`config.mk`:
```
export PLATFORM = sky130hd
export DESIGN_NAME = light_sweep_sequencer_flat
export DESIGN_NICKNAME = d
export VERILOG_FILES = /design/src/rtl/light_sweep_sequencer_if.sv /design/src/rtl/light_sweep_sequencer.sv /design/src/flat_wrapper.sv
export SDC_FILE = /design/constraint.sdc
export NUM_CORES = 1
export LEC_CHECK = 0
export BUFFER_PORTS_ARGS = -buffer_cell sky130_fd_sc_hd__buf_4
export CELL_PAD_IN_SITES_DETAIL_PLACEMENT = 1
export CELL_PAD_IN_SITES_GLOBAL_PLACEMENT = 2
export CORE_MARGIN = 2
export CORE_UTILIZATION = 34
export DETAILED_ROUTE_END_ITERATION = 10
export PLACE_DENSITY = 0.77
export SLEW_MARGIN = 10
export SYNTH_ARGS = -nofsm -noshare
export SYNTH_HDL_FRONTEND = slang
export SYNTH_SLANG_ARGS = --single-unit
```
`constraint.sdc`:
```
create_clock -name clk -period 2.1 [get_ports clk]
set_input_delay 0.105 -clock clk [delete_from_list [all_inputs] [get_ports clk]]
set_output_delay 0.105 -clock clk [all_outputs]
set_load 0.05 [all_outputs]
```
`src/rtl/light_sweep_sequencer_if.sv`:
```
// Handshake bundle between the light-show state machine (master) and the sweep
// sequencer (slave): run controls in, LED drive and progress counters back.
interface light_sweep_sequencer_if;
    logic       enable;
    logic [1:0] state;
    logic [9:0] ledPattern;
    logic [5:0] count;
    logic [3:0] repCount;
    logic       tick;

    modport master (
        output enable, state,
        input  ledPattern, count, repCount, tick
    );

    modport slave (
        input  enable, state,
        output ledPattern, count, repCount, tick
    );
endinterface

```
`src/rtl/light_sweep_sequencer.sv`:
```
// Turns the state machine's delay-state and run enable into a 10-LED pattern,
// stepping a fill sweep or a full-on/off blink at a per-state tick rate.
module light_sweep_sequencer #(
    parameter int unsigned TICKS_2S   = 100_000_000,
    parameter int unsigned TICKS_0P1S = 5_000_000,
    parameter int unsigned TICKS_1S   = 50_000_000,
    parameter int unsigned REPS       = 4
) (
    input logic                    clk,
    input logic                    reset,
    light_sweep_sequencer_if.slave bus
);

    localparam logic [1:0] ST_IDLE  = 2'b00;
    localparam logic [1:0] ST_SWEEP = 2'b01;
    localparam logic [1:0] ST_FINAL = 2'b10;

    localparam logic [5:0] LAST_STEP = 6'd10;
    localparam logic [3:0] REPS_INIT = 4'(REPS);
    localparam logic [9:0] ALL_ON    = 10'h3FF;

    logic [31:0] presc_p0;
    logic [1:0]  prev_state_p0;
    logic [9:0]  led_p0;
    logic [5:0]  count_p0;
    logic [3:0]  rep_p0;
    logic        tick_p0;

    logic [31:0] period_m1;
    logic        state_change;

    // Fill pattern: the lowest n LEDs lit, i.e. (1<<n)-1 clipped to 10 LEDs.
    function automatic logic [9:0] fill_pattern(input logic [5:0] n);
        logic [9:0] p;
        p = '0;
        for (int i = 0; i < 10; i++) begin
            if (6'(i) < n) p[i] = 1'b1;
        end
        return p;
    endfunction

    function automatic logic [3:0] sat_dec(input logic [3:0] v);
        return (v == 4'd0) ? 4'd0 : v - 4'd1;
    endfunction

    always_comb begin
        period_m1 = TICKS_2S - 32'd1;
        case (bus.state)
            ST_SWEEP: period_m1 = TICKS_0P1S - 32'd1;
            ST_FINAL: period_m1 = TICKS_1S - 32'd1;
            default:  period_m1 = TICKS_2S - 32'd1;
        endcase
    end

    assign state_change = (bus.state != prev_state_p0);

    // A state change takes priority over both enable and a pending tick, so the
    // new state always starts from a clean prescaler and step index.
    always_ff @(posedge clk or posedge reset) begin
        if (reset) begin
            presc_p0      <= '0;
            prev_state_p0 <= ST_IDLE;
            led_p0        <= '0;
            count_p0      <= '0;
            rep_p0        <= REPS_INIT;
            tick_p0       <= 1'b0;
        end else begin
            prev_state_p0 <= bus.state;
            if (state_change) begin
                presc_p0 <= '0;
                count_p0 <= '0;
                tick_p0  <= 1'b0;
                case (bus.state)
                    ST_SWEEP: led_p0 <= fill_pattern(6'd0);
                    ST_FINAL: led_p0 <= ALL_ON;
                    default: begin
                        led_p0 <= '0;
                        rep_p0 <= REPS_INIT;
                    end
                endcase
            end else if (bus.enable) begin
                if (presc_p0 == period_m1) begin
                    presc_p0 <= '0;
                    tick_p0  <= 1'b1;
                end else begin
                    presc_p0 <= presc_p0 + 32'd1;
                    tick_p0  <= 1'b0;
                end
                if (tick_p0) begin
                    case (bus.state)
                        ST_SWEEP: begin
                            if (count_p0 < LAST_STEP) begin
                                count_p0 <= count_p0 + 6'd1;
                                led_p0   <= fill_pattern(count_p0 + 6'd1);
                            end else begin
                                count_p0 <= '0;
                                led_p0   <= fill_pattern(6'd0);
                                rep_p0   <= sat_dec(rep_p0);
                            end
                        end
                        ST_FINAL: begin
                            count_p0 <= '0;
                            led_p0   <= ~led_p0;
                        end
                        default: begin
                            count_p0 <= '0;
                            led_p0   <= '0;
                        end
                    endcase
                end
            end else begin
                tick_p0 <= 1'b0;
            end
        end
    end

    assign bus.ledPattern = led_p0;
    assign bus.count      = count_p0;
    assign bus.repCount   = rep_p0;
    assign bus.tick       = tick_p0;

endmodule

```
`src/flat_wrapper.sv`:
```
// flat-port wrapper written by rule: the top's interface ports become plain ports
module light_sweep_sequencer_flat 
#(
    parameter int unsigned TICKS_2S   = 100_000_000,
    parameter int unsigned TICKS_0P1S = 5_000_000,
    parameter int unsigned TICKS_1S   = 50_000_000,
    parameter int unsigned REPS       = 4
)
  (clk, reset, bus_enable, bus_state, bus_ledPattern, bus_count, bus_repCount, bus_tick);
  light_sweep_sequencer_if bus_i ();
  input logic clk;
  input logic reset;
  input wire logic [$bits(bus_i.enable)-1:0] bus_enable;
  input wire logic [$bits(bus_i.state)-1:0] bus_state;
  output wire logic [$bits(bus_i.ledPattern)-1:0] bus_ledPattern;
  output wire logic [$bits(bus_i.count)-1:0] bus_count;
  output wire logic [$bits(bus_i.repCount)-1:0] bus_repCount;
  output wire logic [$bits(bus_i.tick)-1:0] bus_tick;
  assign bus_i.enable = bus_enable;
  assign bus_i.state = bus_state;
  assign bus_ledPattern = bus_i.ledPattern;
  assign bus_count = bus_i.count;
  assign bus_repCount = bus_i.repCount;
  assign bus_tick = bus_i.tick;
  light_sweep_sequencer #(.TICKS_2S(TICKS_2S), .TICKS_0P1S(TICKS_0P1S), .TICKS_1S(TICKS_1S), .REPS(REPS)) u_core (.clk(clk), .reset(reset), .bus(bus_i));
endmodule
```
# After elaboration in Yosys (flattened, before gate mapping)
# Index checks and enable logic that the tools add are counted.
dict set report op_classes {
  n_addsub 3
  order_cmp 11
  eq_ne 6
  n_mux 35
  bitwise 1
  reduce_logical 7
}
# cell n
set op_table {}
lappend op_table {{32-bit 2-to-1 mux} 3}
lappend op_table {{27-bit one-hot mux with 2 select lines} 1}
lappend op_table {{10-bit 2-to-1 mux} 5}
lappend op_table {{32-bit by 1-bit adder with 32-bit output, second input constant} 1}
lappend op_table {{32-bit by 27-bit == test with 1-bit output} 1}
lappend op_table {{6-bit 2-to-1 mux} 5}
lappend op_table {{4-bit 2-to-1 mux} 7}
lappend op_table {{3-bit by 6-bit < comparator with 1-bit output, first input constant} 4}
lappend op_table {{10-bit one-hot mux with 2 select lines} 1}
lappend op_table {{1-bit 2-to-1 mux} 13}
lappend op_table {{1-bit by 6-bit < comparator with 1-bit output, first input constant} 2}
lappend op_table {{2-bit by 6-bit < comparator with 1-bit output, first input constant} 2}
lappend op_table {{4-bit by 6-bit < comparator with 1-bit output, first input constant} 2}
lappend op_table {{10-bit inverter} 1}
lappend op_table {{6-bit by 1-bit adder with 6-bit output, second input constant} 1}
lappend op_table {{6-bit by 4-bit < comparator with 1-bit output, second input constant} 1}
lappend op_table {{2-bit nonzero test} 3}
lappend op_table {{5-bit AND reduction} 1}
lappend op_table {{4-bit zero test} 1}
lappend op_table {{4-bit by 1-bit subtractor with 4-bit output, second input constant} 1}
lappend op_table {{2-bit by 1-bit == test with 1-bit output, second input constant} 1}
lappend op_table {{2-bit == test, second input constant} 1}
lappend op_table {{2-bit by 1-bit inequality test with 1-bit output, second input constant} 1}
lappend op_table {{2-bit inequality test} 1}
lappend op_table {{other kinds (3)} 3}
dict set report word_totals {
  ff_bits 55
  in_bits 5
  output_inout_bits 21
  wordCells 69
}

# Logic depth before layout (Yosys ltp)
# Gate-level depths: netlist of the first run.
dict set report logic_depth {
  depth_word 8
  depth_mapped 8
  depth_no_buf 7
}

# Worst setup path before layout of the first run
# No wires, ideal clock.
dict set report synth_timing {
  kind {register to register}
  start {register u_core.count_p0[2] (netlist: u_core.bus.count[2])}
  end {register u_core.led_p0[3] (netlist: u_core.bus.ledPattern[3])}
  setup_time_ns 0.067
  t_arrival_ns 2.006
  required_ns 2.033
  path_slack_ns 0.027
  stages_incl_launch_ff 8
  path_buffers 2
  synth_period_minus_slack_ns 2.073
  path_cell_list {dfrtp_1 clkbuf_1 o21ai_0 nand2_1 or4_1 clkbuf_1 nor2_1 a221o_1}
}
dict set report synth_via {
  elab_chain_len 8
  elab_cells_between_ends 9
  cone_classes {1 x add/sub; 2 x order compare; 6 x mux}
}
# item line
set synth_lines {}
lappend synth_lines {{from (decl)} light_sweep_sequencer.sv:25} ;# logic [5:0] count_p0;
lappend synth_lines {{from (signal assigned)} light_sweep_sequencer.sv:93} ;# count_p0 <= count_p0 + 6'd1;
lappend synth_lines {{6-bit by 1-bit adder with 6-bit output} light_sweep_sequencer.sv:94} ;# led_p0 <= fill_pattern(count_p0 + 6'd1);
lappend synth_lines {{2-bit by 6-bit < comparator with 1-bit output} light_sweep_sequencer.sv:37} ;# if (6'(i) < n) p[i] = 1'b1;
lappend synth_lines {{1-bit 2-to-1 mux} light_sweep_sequencer.sv:37}
lappend synth_lines {{10-bit 2-to-1 mux (*)} light_sweep_sequencer.sv:92} ;# if (count_p0 < LAST_STEP) begin
lappend synth_lines {{10-bit one-hot mux with 2 select lines (*)} light_sweep_sequencer.sv:90} ;# case (bus.state)
lappend synth_lines {{10-bit 2-to-1 mux (*)} light_sweep_sequencer.sv:89} ;# if (tick_p0) begin
lappend synth_lines {{10-bit 2-to-1 mux (*)} light_sweep_sequencer.sv:81} ;# end else if (bus.enable) begin
lappend synth_lines {{10-bit 2-to-1 mux (*)} light_sweep_sequencer.sv:69} ;# if (state_change) begin
lappend synth_lines {{to (signal assigned)} light_sweep_sequencer.sv:74} ;# ST_SWEEP: led_p0 <= fill_pattern(6'd0);
lappend synth_lines {{to (signal assigned)} light_sweep_sequencer.sv:94}
lappend synth_lines {{to (signal assigned)} light_sweep_sequencer.sv:97} ;# led_p0 <= fill_pattern(6'd0);
lappend synth_lines {{to (decl)} light_sweep_sequencer.sv:24} ;# logic [9:0] led_p0;
# Mark *: on every way between the ends. The rest lies on a longest branch, timed or not. The select of a mux whose other input is x is not followed.
# A chain may end at the register's enable or synchronous reset.

# Final worst setup path of the first run
dict set report layout_timing {
  start {register u_core.presc_p0[1]}
  end {register u_core.presc_p0[18]}
}
dict set report layout_via {
  elab_chain_len 4
  elab_cells_between_ends 5
  cone_classes {1 x add/sub; 1 x eq/ne; 3 x mux}
}
# item line
set layout_lines {}
lappend layout_lines {{from (decl)} light_sweep_sequencer.sv:22} ;# logic [31:0] presc_p0;
lappend layout_lines {{from (signal assigned)} light_sweep_sequencer.sv:86} ;# presc_p0 <= presc_p0 + 32'd1;
lappend layout_lines {{32-bit by 1-bit adder with 32-bit output or 32-bit by 27-bit == test with 1-bit output (tied branches)} {light_sweep_sequencer.sv:86, light_sweep_sequencer.sv:82}}
lappend layout_lines {{32-bit 2-to-1 mux (*)} light_sweep_sequencer.sv:82} ;# if (presc_p0 == period_m1) begin
lappend layout_lines {{32-bit 2-to-1 mux (*)} light_sweep_sequencer.sv:81}
lappend layout_lines {{32-bit 2-to-1 mux (*)} light_sweep_sequencer.sv:69}
# Marks and branches as above.

==> summary by stage, run 1 <==
Outcome
The flow ran to the end, and the final reports show no timing, DRC or antenna violations.

Die
The top-level port count is 26. The area of the core region is roughly 9200 sq um. The floorplan step set the die width to 101.0 um. The initial utilization of the core area, before any placement, comes to 34.79%. The vertical die dimension is approximately 100 um. The floorplan has 35 rows. The area enclosed by the die boundary is a little over 10,000 sq um.

Layout
The area growth from synthesis to layout is 32.26%. Counting the fill cells in the layout gives 1,105. The post-route non-filler standard cell count is 542. The net count of the finished layout is 441. 0 antenna diodes ended up in the layout.

The finished cells cover 4232 sq um. Of the cells placed in the final design, the portion with a size suffix greater than 1 is 25.99%.

Routing
The pre-antenna-repair detailed-routing pass consisted of 4 iterations. The detailed-route DRC error count is 0. The remaining antenna violation count is 0.

In this run, the number of DRC markers left after iteration 0 of detailed routing was 61. In the routed layout, each cell is associated on average with a via count of 5.489. The total routed wirelength is 9508 um. The average detailed-routed wire length per instance is 17.54 um. The routed layout has 2,975 vias.

Critical path
The cell family contributing the most delay on the critical path is simple AND/OR/NAND/NOR gates. STA classifies the critical path endpoint as a register. Together, buffers and inverters on the worst path number 1. The type of origin of the critical path is a register. The data required time at the worst endpoint is 2.30 ns. The master of the slowest instance on the critical path is sky130_fd_sc_hd__or4_4. Of all nets on the critical path, the largest fanout is 5.

The signal on the critical path passes through ha_2 > nand3_2 > or4_4 > buf_12 > nor4_4 > xnor2_1 > nor2_1. For the worst setup path, the data arrival time is 2.26 ns. The maximum single-stage delay on the critical path is 0.62 ns. In this run the register-to-register setup slack is 0.04 ns. The worst setup path is of the reg -> reg kind.

Synthesis
The count of distinct cell types in the synthesized netlist is 46. The number of nets produced by synthesis is 370. The flip-flop cell with the highest count after synthesis is sky130_fd_sc_hd__dfrtp_1. In the synthesized netlist, the number of instances is 359.

Of the synthesized area, sequential elements account for 43.06%. The proportion of netlist area held by the largest area contributor is 42.24%. The number of warning messages in the yosys log is 0.

The count of flip-flops with a built-in enable after synthesis is 0. The synthesized flop and latch total is 55. In the synthesized netlist, the cells that appear most often are 54 x sky130_fd_sc_hd__dfrtp_1, 36 x sky130_fd_sc_hd__nor2_1, 34 x sky130_fd_sc_hd__nand2_1. The mean instance size in the synthesized netlist is 8.912 sq um. The cell area after synthesis is 3199 sq um. The cell type with the largest total area after synthesis is sky130_fd_sc_hd__dfrtp_1. Ranked by total cell area, the synthesized netlist is headed by sky130_fd_sc_hd__dfrtp_1 42%, sky130_fd_sc_hd__xnor2_1 6.3%, sky130_fd_sc_hd__o21ai_0 4.4%. The proportion of register bits with asynchronous set or reset after synthesis is 100.0%. The most frequent cell after synthesis is sky130_fd_sc_hd__dfrtp_1.

Clock network
The deepest level of the CTS H-tree is 2. After clock tree synthesis, the clock-pin slew on the worst setup and hold paths is 0.10 ns. The maximum buffer depth of the clock tree is 2. The clock tree from TritonCTS is done.

The TritonCTS buffer count is 5. The number of sinks driven by the clock tree is 55. The later-pin clock latency in the skew report is 0.31 ns. The root buffer cell is sky130_fd_sc_hd__clkbuf_8.

Power
The power density of the placed cells is 522.3 nW/um^2. Power comes to 2.210 mW. In this run the static leakage power is 1.803 nW. The worst ir drop on vdd is 0.0002561 V.

Flow run
The tool flagged a number of max-cap violations equal to 0.

Global routing
The first global-routing pass estimated 15,320 um of wire. The met2 track demand over resource in global routing is a little under a third. The largest net degree at the start of global routing is 56. The number of global-route vias before repair came to roughly 3,000. The number of antenna violations at the first check in global routing was 0. The met3 capacity usage during global routing is 2.774%. The busiest layer in global routing is met2. For this run, the total global-route usage over all layers was measured as 18.86%. The aggregate global routing overflow is 0. Global routing consumed, on the met1 layer, 26.51% of the routing resources.

STA
The hold violation count in the final report is 0. The final critical path takes up 98.15% of the cycle. The max-slew violation count is 0. The clock period minus worst slack is 2.061 ns. The worst-case setup margin in the final layout is approximately 0.039 ns. The upper clock frequency limit is between 400 and 500 MHz.

For the final database, setup skew stands at between 0.01 and 0.015 ns. Setup violations remaining at the end of the flow were counted as 0. Setup repair after global routing could not meet its margin everywhere. The actual slew at the worst max-slew pin is approximately 0.44 ns. The headroom to the max-slew limit is 70.71%.

Place
The worst setup slack before clock tree synthesis is -0.1624 ns. The total of buffers placed on input and output ports is 25. The cell area reported after detailed placement is 3817 sq um.

At the end of routability-driven placement, the weighted congestion stood at 0.7745. Once placement completed, the tool counted placed cells totaling 520. The detailed-placement wirelength estimate is 6493 um.

Hold path
The min-delay analysis places its worst path in the category in -> reg.
[final timing paths]
path                                        startpoint                       end  depth (start not counted)
worst max-delay path                u_core.presc_p0[1]       u_core.presc_p0[18]                          7
worst min-delay path                        bus_enable       u_core.presc_p0[31]                          3
worst max register to register      u_core.presc_p0[1]       u_core.presc_p0[18]                          7
max in group asynchronous                        reset    u_core.bus.repCount[2]                          4
min in group asynchronous                        reset  u_core.bus.ledPattern[7]                          4
worst min register to register  u_core.bus.repCount[2]    u_core.bus.repCount[2]                          2
[flip-flops by register name, summed over array words and instances, names as in the netlist]
register and cells:
u_core.bus.count 6, u_core.bus.repCount 4, u_core.bus.ledPattern 10, u_core.bus.tick 1
u_core.prev_state_p0 2, u_core.presc_p0 32
[metrics by stage]
stage	setup TNS (ns)	hold slack, ns	util, %
floorplan	0	0.1364	-
finish	0	0.1106	46.01
global placement	-3.314	0.1979	41.51
global route	-0.6044	0.1207	46.01
detailed placement	-3.907	0.2042	41.51
CTS	0	0.1067	43.48
[cells in the final DEF (no fill, tap or decap), types with 4 or more instances in the layout]
cell,instances
sky130_fd_sc_hd__a21o_1,5
sky130_fd_sc_hd__a21oi_1,6
sky130_fd_sc_hd__a22oi_1,5
sky130_fd_sc_hd__and3_1,8
sky130_fd_sc_hd__buf_12,4
sky130_fd_sc_hd__buf_4,73
sky130_fd_sc_hd__clkbuf_8,5
sky130_fd_sc_hd__dfrtp_1,51
sky130_fd_sc_hd__ha_1,5
sky130_fd_sc_hd__inv_1,15
sky130_fd_sc_hd__mux2i_1,4
sky130_fd_sc_hd__nand2_1,33
sky130_fd_sc_hd__nand3_1,14
sky130_fd_sc_hd__nand3b_1,4
sky130_fd_sc_hd__nand4_1,8
sky130_fd_sc_hd__nor2_1,36
sky130_fd_sc_hd__nor3_1,9
sky130_fd_sc_hd__nor3b_1,5
sky130_fd_sc_hd__nor4_1,9
sky130_fd_sc_hd__nor4_4,6
sky130_fd_sc_hd__o21ai_0,27
sky130_fd_sc_hd__o31ai_1,4
sky130_fd_sc_hd__or4_1,4
sky130_fd_sc_hd__xnor2_1,23
sky130_fd_sc_hd__xor2_1,7
[metal layers]
metal	part of all wire (%)	up-vias
li1	-	1425
met1	48	1492
met2	49	50
met3	2.9	8
met4	0.75	0
met5	0	-
[cell families (layout without fill, tap and decap cells)]
logic type	after synthesis	after routing	share of synthesized area (%)
flops	55	55	43.06
fa+ha+maj	6	6	2.346
compound gates	66	66	13.65
mux	4	4	1.252
xor+xnor	30	30	8.213
buf+inv	35	107	4.263
simple gates	163	163	27.22
[worst reg2reg max path, cell delays in order (launching register included)]
cell	delay, ns
sky130_fd_sc_hd__dfrtp_1	0.38
sky130_fd_sc_hd__ha_2	0.21
sky130_fd_sc_hd__nand3_2	0.09
sky130_fd_sc_hd__or4_4	0.62
sky130_fd_sc_hd__buf_12	0.18
sky130_fd_sc_hd__nor4_4	0.29
sky130_fd_sc_hd__xnor2_1	0.14
sky130_fd_sc_hd__nor2_1	0.05
[area by class of cell]
type	instances	area (sq um)	share of cell area [%]
Clock buffer	7	76.32	1.804
Clock inverter	1	7.507	0.1774
Inverter	16	60.06	1.419
Multi-Input combinational cell	269	1834	43.35
Sequential cell	55	1381	32.64
Tap cell	111	138.9	3.282
Timing Repair Buffer	83	733.2	17.33
[power breakdown]
group,switching [mW],internal [mW],total (mW)
registers,0.0369,1.10,1.14
logic,0.299,0.172,0.471
clock network,0.364,0.238,0.601
[what timing repair did]
item | in CTS | in global routing
cloned | 0 | 3
endpoints found under the hold margin | 56 | 0
buffers inserted | 3 | 5
gates resized for setup | 8 | 23
pin swaps | 1 | 15
hold buffers | 3 | 0
setup endpoints to repair | 7 | 32
Power figures use the tool's default switching activity.
==> run 2, diff against run 1 <==
Settings changed: PLACE_DENSITY 0.77 to default, PLACE_DENSITY_LB_ADDON from default to 0.1.
==> run 2 against run 1 <==
Against the previous run: clock power grew 1%; global-route usage grew 0.67 points; cell count grew 0.37%; register-to-register slack is essentially flat; sequential share of layout area grew 0.33 points; worst hold slack lost 0.084 ns; clock skew shrank 0.0024 ns; utilization shrank 0.46 points; combinational power shrank 4.2%; critical path type unchanged; largest power group unchanged.
==> summary by stage, run 2 (same netlist as run 1, synthesis figures left out) <==
Place
The wire-length estimate of the detail-placed layout is around 6700 um. The count of buffers added on input and output ports is 25. Routability-driven placement finished with a final weighted congestion of around 0.79.

Counting tap cells, the placed design contains a total of between 500 and 600 instances. After detailed placement, the total cell area comes to 3880 sq um.

STA
The setup TNS is 0 ns. For this run, the top clock speed supported by timing is 481.9 MHz. Setup violations remaining at the end of the flow were counted as 0. The hold violation count in the final report came to 0. The headroom to the max-slew limit is 70.32%. Between clock sinks in the finished design, the worst skew comes to 0.009206 ns. The max-slew violation count is 0.

Setup repair after global routing could not meet its margin everywhere. For the pin with the worst max-slew slack, the measured transition is 0.4414 ns. In the finished design, the share of the clock period the worst path needs comes to 98.81%. The clock period minus worst slack is 2.075 ns.

Die
The die is roughly 100 um tall. The initial utilization of the core area, before any placement, comes to 34.79%. For this design the top-level I/O count stands at 26. The area enclosed by the die boundary is 10,200 sq um. The width of the die is 101.0 um. The area of the core region is 9196 sq um. The floorplan has 35 rows.

Layout
The flip-flop count of the largest register after layout is 32. The filler cell count is 1,070. Ranked by flip-flop count, first place goes to u_core.presc_p0. In the layout the commonest cells are 81 x sky130_fd_sc_hd__buf_4, 51 x sky130_fd_sc_hd__dfrtp_1, 36 x sky130_fd_sc_hd__nor2_1.

In the final design database the tool counted 443 nets. The proportion of layout cells with a drive suffix above 1 is 27.94%. Summing all non-filler instances in the final layout gives an area of between 4000 and 5000 sq um. The post-route non-filler standard cell count is 544.

The count of inserted antenna diode cells is 0. Leaving out fill and tap cells, the most frequent cell in the layout is sky130_fd_sc_hd__buf_4. Relative to the synthesized area, the layout overhead comes to 30.93%.

Critical path
In this run the worst setup path begins at u_core.presc_p0[1]. The critical path in this run is classified as reg -> reg. Along the worst path, the maximum fanout reaches 3. The launch point of the worst reg-to-reg path is u_core.presc_p0[1]. The data required time at the worst endpoint is 2.35 ns. The type of destination of the critical path is a register. The type of origin of the critical path is a register.

At the worst endpoint, the arrival time is roughly 2.3 ns.

Clock network
The TritonCTS buffer count is 5. The later-pin clock latency in the skew report is 0.31 ns. The clock-pin transition on the worst setup and hold timing paths is approximately 0.11 ns. The deepest level of the CTS H-tree is 2. The longest clock path from root to sink contains 2 buffers. TritonCTS built the clock tree.

For this design, the sink count on the clock tree is 55. The root buffer cell is sky130_fd_sc_hd__clkbuf_8.

Global routing
The total overflow left after global routing is 0. The largest net degree at the start of global routing is 56. The global-route wire length before repair is between 15,000 and 20,000 um. The number of global-route vias before repair is 3,028. The number of antenna violations at the first check in global routing is 0. Global routing used approximately a fifth of the available tracks.

Hold path
The worst hold path begins at bus_state[0]. The kind of path behind the tightest hold check is in -> reg.

Routing
For this run, the detailed router's first-pass iteration total came to 4. The detailed-route DRC error count is 0. The remaining antenna violation count is 0.

The via total after detailed routing is 2,979. The first routing iteration left 47 violations. After detailed routing, the total wire length is about 9500 um. The via count normalized by instance count is around 5.5. After detailed routing, the average wire length per cell comes to approximately 17 um.

Outcome
The flow ran to the end, and the final reports show no timing, DRC or antenna violations.

Flow run
The max-cap violation count is 0.

Power
The leakage power summed over all cells is between 1.5 and 2 nW. The power density of the placed cells is 525.2 nW/um^2. The worst ir drop on vdd is about 0.00025 V.
## run 2: layout make-up
cell class,count,area (sq um),area share [%]
Multi-Input combinational cell,269,1847,44.09
Sequential cell,55,1381,32.97
Timing Repair Buffer,85,673.1,16.07
Tap cell,111,138.9,3.315
Clock buffer,5,68.82,1.643
Inverter,16,60.06,1.434
Clock inverter,3,20.02,0.4779
## run 2: per-layer routing
layer | vias to the layer above | wire [um] | track usage, % | part of all wire [%]
met3 | 11 | 158 | 2.011 | 1.7
met5 | - | 0 | 0 | 0
met4 | 0 | 129 | 4.886 | 1.4
met2 | 32 | 4824 | 34.62 | 51
met1 | 1511 | 4384 | 25.49 | 46
li1 | 1425 | - | - | -
## run 2: stage by stage
step	power, mW	util [%]	hold WS, ns	setup slack, ns
global placement	1.597	42.19	0.1930	-0.09942
detailed placement	1.610	42.19	0.2008	-0.1219
global route	2.307	45.55	0.01851	-0.04121
CTS	2.239	44.20	0.01385	0.01439
floorplan	1.435	-	0.1364	0.02650
finish	2.200	45.55	0.02658	0.02496
## run 2: what timing repair did
item                                    4_1_cts  5_1_grt
setup buffers                                 2        3
pin swaps                                     1        2
endpoints found under the setup margin       10       31
endpoints found under the hold margin        54        0
hold buffers                                  1        0
gates resized for setup                      13       19
## run 2: final timing paths
check                                            to  slack (ns)  cells after the start
max in group asynchronous    u_core.bus.repCount[2]        1.38                      4
hold reg to reg            u_core.bus.ledPattern[0]        0.54                      2
setup reg to reg                u_core.presc_p0[31]        0.02                      6
min in group asynchronous       u_core.presc_p0[19]        0.40                      4
hold / removal              u_core.prev_state_p0[0]        0.03                      2
setup / recovery                u_core.presc_p0[31]        0.02                      6
## run 2: power by group
part / total [mW] / internal (mW) / switching, mW
Combinational: 0.451 / 0.154 / 0.296
Sequential: 1.14 / 1.10 / 0.0392
Clock: 0.609 / 0.234 / 0.376
Total: 2.20 / 1.49 / 0.711
## run 2: worst max-delay path: stages (launching register included)
cell,delay (ns)
sky130_fd_sc_hd__dfrtp_1,0.41
sky130_fd_sc_hd__buf_4,0.14
sky130_fd_sc_hd__nand4_1,0.11
sky130_fd_sc_hd__or4_4,0.44
sky130_fd_sc_hd__or4_4,0.50
sky130_fd_sc_hd__or3_4,0.33
sky130_fd_sc_hd__nand3_1,0.09
==> run 3, diff against run 2 <==
Clock period 2.1 ns to 1.9 ns, I/O delays scaled along.
==> run 3 against run 2 <==
Against the previous run: the flow now finishes with violations (negative setup slack); sequential share of layout area down 1.7 points; fmax down 2.3%; critical path type unchanged; sequential power up 11%; count of clock-buffer cells in the layout unchanged; via count up 2.4%; routed wire length up 8.0%.
==> summary by stage, run 3 (same netlist as run 1, synthesis figures left out) <==
Critical path
The data required time at the worst endpoint is 2.11 ns. In this run the critical register-to-register path is captured at u_core.presc_p0[3]. The type of origin of the critical path is a register. Counting cells, the worst reg-to-reg path comes to 7. The master of the slowest instance on the critical path is sky130_fd_sc_hd__or4bb_1. The worst register-to-register path has a setup slack of -0.22 ns.

STA puts the critical path data arrival time at 2.33 ns. Together, buffers and inverters on the worst path number 2. The critical path goes through or4bb_1 > nor3_1 > o2111ai_2 > o31ai_4 > buf_4 > clkbuf_16 > nor2_1. STA classifies the critical path endpoint as a register. The cell family contributing the most delay on the critical path is simple AND/OR/NAND/NOR gates. The worst register-to-register path begins at u_core.presc_p0[13]. The maximum single-stage delay on the critical path is ~0.51 ns. In this run the worst path has a maximum fanout of 6. The worst setup path is of the reg -> reg kind.

Hold path
The worst hold path terminates at u_core.prev_state_p0[0]. The kind of path behind the tightest hold check is in -> reg. In this run the most critical hold path is launched from bus_state[0].

The worst hold path stage count is 2.

STA
For the pin with the worst max-slew slack, the measured transition is 0.4192 ns. The hold violation count in the final report is 0. Measured against its own limit, the worst slew margin works out to 71.80%. Setup violations remaining at the end of the flow were counted as 31.

Setup repair after global routing could not meet its margin everywhere. The max-slew violation count came to 0. Static timing analysis puts the maximum clock frequency at approximately 470 MHz. The clock arrives with ~0.012 ns of skew.

The share of the clock period used by the worst path is 111.8%. Once routing completed, OpenROAD measured the worst setup slack at -0.2242 ns. The routed design could run at a clock period as short as about 2.1 ns.

Routing
In the final routed layout, each cell accounts on average for 18.21 um. The detailed router placed 3,050 vias in this run. The remaining antenna violation count is 0.

For this run, the detailed router's first-pass iteration total came to 4. After detailed routing, the total wire length is 10,250 um. The detailed-route DRC error count is 0. Using the TritonRoute via totals, the vias-per-cell ratio works out to 5.417. In this run, the number of DRC markers left after iteration 0 of detailed routing was 76.

Layout
The post-route non-filler standard cell count is 563. The proportion of layout cells with a drive suffix above 1 is around a third. The flip-flop count of the largest register after layout is 32. The number of antenna diodes in the final layout is 0. The register with the most flip-flops is u_core.presc_p0. The net count reported at finish is 462. The area added between synthesis and finish is 38.64%. Leaving out fill and tap cells, the most frequent cell in the layout is sky130_fd_sc_hd__buf_4. In the layout the commonest cells are 94 x sky130_fd_sc_hd__buf_4, 47 x sky130_fd_sc_hd__dfrtp_1, 32 x sky130_fd_sc_hd__nor2_1. After filler insertion, the fill cell instance count of the layout stands at ~1,100.

Place
The global placer's final weighted congestion is 0.7803. The total of buffers placed on input and output ports is 25. Counting tap cells, the placed design contains a total of 545 instances.

The worst setup slack before clock tree synthesis is -0.2369 ns. Once detailed placement completed, the half-perimeter wirelength came to 7313 um.

Clock network
The longest clock path from root to sink contains 2 buffers. Clock tree synthesis inserted a total of 5 buffers. TritonCTS built the clock tree. Counting every sink on the clock net gives 55. The tree is rooted in a sky130_fd_sc_hd__clkbuf_8. In this run the number of H-tree levels came out at 2. Clock-pin slew was measured on the worst setup and hold paths at 0.10 ns.

The later-pin clock latency in the skew report is 0.32 ns.

Global routing
The overall global routing resource usage is 20.36%. Entering global routing, the biggest net connects 26 pins. The number of global-route vias before repair is 3,144. The aggregate global routing overflow is 0.

The first global-routing pass estimated ~16,000 um of wire. The number of antenna violations at the first check in global routing is 0.

Power
The worst ir drop on vdd is 0.0003116 V. The analysis attributes to cell leakage a power of between 1.5 and 2 nW. The power density of the placed cells is 556.6 nW/um^2.

Die
The die is 101.0 um tall. The die covers 10,200 sq um. In this run the horizontal extent of the chip is 101.0 um.

The total area inside the core boundary comes to 9196 sq um. Once the floorplan was initialized, standard cells occupied 34.79% of the core. Row generation in the floorplan step produced 35 rows. Pin placement for this block handled 26 I/O pins.

Flow run
Max-cap violations in this run came to 0.

Outcome
The checks that failed: negative setup slack. The flow ran to the end, but the final reports show violations.
run 3: changes by cell type in the layout (fill, tap and decap cells not counted), moves of 3 or more:
| cell | before | now |
|---|---|---|
| sky130_fd_sc_hd__buf_4 | 81 | 94 |
| sky130_fd_sc_hd__o21ai_0 | 28 | 23 |
| sky130_fd_sc_hd__dfrtp_1 | 51 | 47 |
| sky130_fd_sc_hd__dfrtp_2 | 3 | 7 |
| sky130_fd_sc_hd__nor2_1 | 36 | 32 |
| sky130_fd_sc_hd__nor2_2 | 0 | 4 |
| sky130_fd_sc_hd__o21ai_1 | 0 | 4 |
| sky130_fd_sc_hd__buf_12 | 2 | 5 |
| sky130_fd_sc_hd__buf_6 | 0 | 3 |
run 3: routing by layer:
layer,routed length (um),track usage (%),share of wire (%)
met1,4482,26.12,44
met2,5390,36.05,53
met3,241,2.774,2.4
met4,136,5.301,1.3
met5,0,0,0
run 3: timing repair:
item                                    in CTS  in global routing
pin swaps                                    5                  5
hold endpoints to repair                    13                  0
endpoints found under the setup margin      31                 35
gates resized for setup                      9                 18
cloned                                       0                  2
hold buffers                                 1                  0
buffers inserted                             3                  6
run 3: final cells by class:
class                   instances  area (sq um)  share of cell area [%]
clock buffers                   5         68.82                   1.551
clock inverters                 3         15.01                  0.3385
inverters                      16         60.06                   1.354
multi-input cells             269          1892                   42.65
flip-flops and latches         55          1386                   31.26
well taps                     111         138.9                   3.131
repair buffers                104         874.6                   19.72
run 3: worst max-delay path by stage:
stage	end	depth (start not counted)	startpoint
floorplan	u_core.presc_p0[26]	7	u_core.presc_p0[0]
global placement	u_core.presc_p0[29]	7	u_core.presc_p0[8]
detailed placement	u_core.presc_p0[30]	9	bus_state[0]
CTS	u_core.presc_p0[31]	6	u_core.presc_p0[0]
global route	u_core.presc_p0[31]	6	u_core.presc_p0[0]
finish	u_core.presc_p0[3]	7	u_core.presc_p0[13]
run 3: worst reg2reg max path, delay by kind of cell (launching register included):
| family | cells | cell delay (ns) |
|---|---|---|
| compound gates | 2 | 0.43 |
| buf+inv | 2 | 0.33 |
| flops | 1 | 0.44 |
| simple gates | 3 | 0.82 |
run 3: power by group:
group          total (mW)  internal [mW]  switching [mW]
registers            1.26           1.22          0.0427
logic               0.546          0.202           0.343
clock network       0.664          0.254           0.409
total                2.47           1.67           0.795
run 3: per-stage QoR:
step / instance area (sq um) / setup TNS [ns] / total power [mW] / utilization (%) / hold slack (ns)
after detailed placement: 4135 / -6.632 / 1.789 / 44.97 / 0.1155
after global placement: 4135 / -4.235 / 1.776 / 44.97 / 0.1180
after CTS: 4294 / -2.423 / 2.459 / 46.69 / 0.01682
after floorplan: 3338 / -0.2468 / 1.598 / - / 0.1264
final: 4436 / -5.272 / 2.469 / 48.23 / 0.02209
after global routing: 4436 / -5.823 / 2.586 / 48.23 / 0.02060
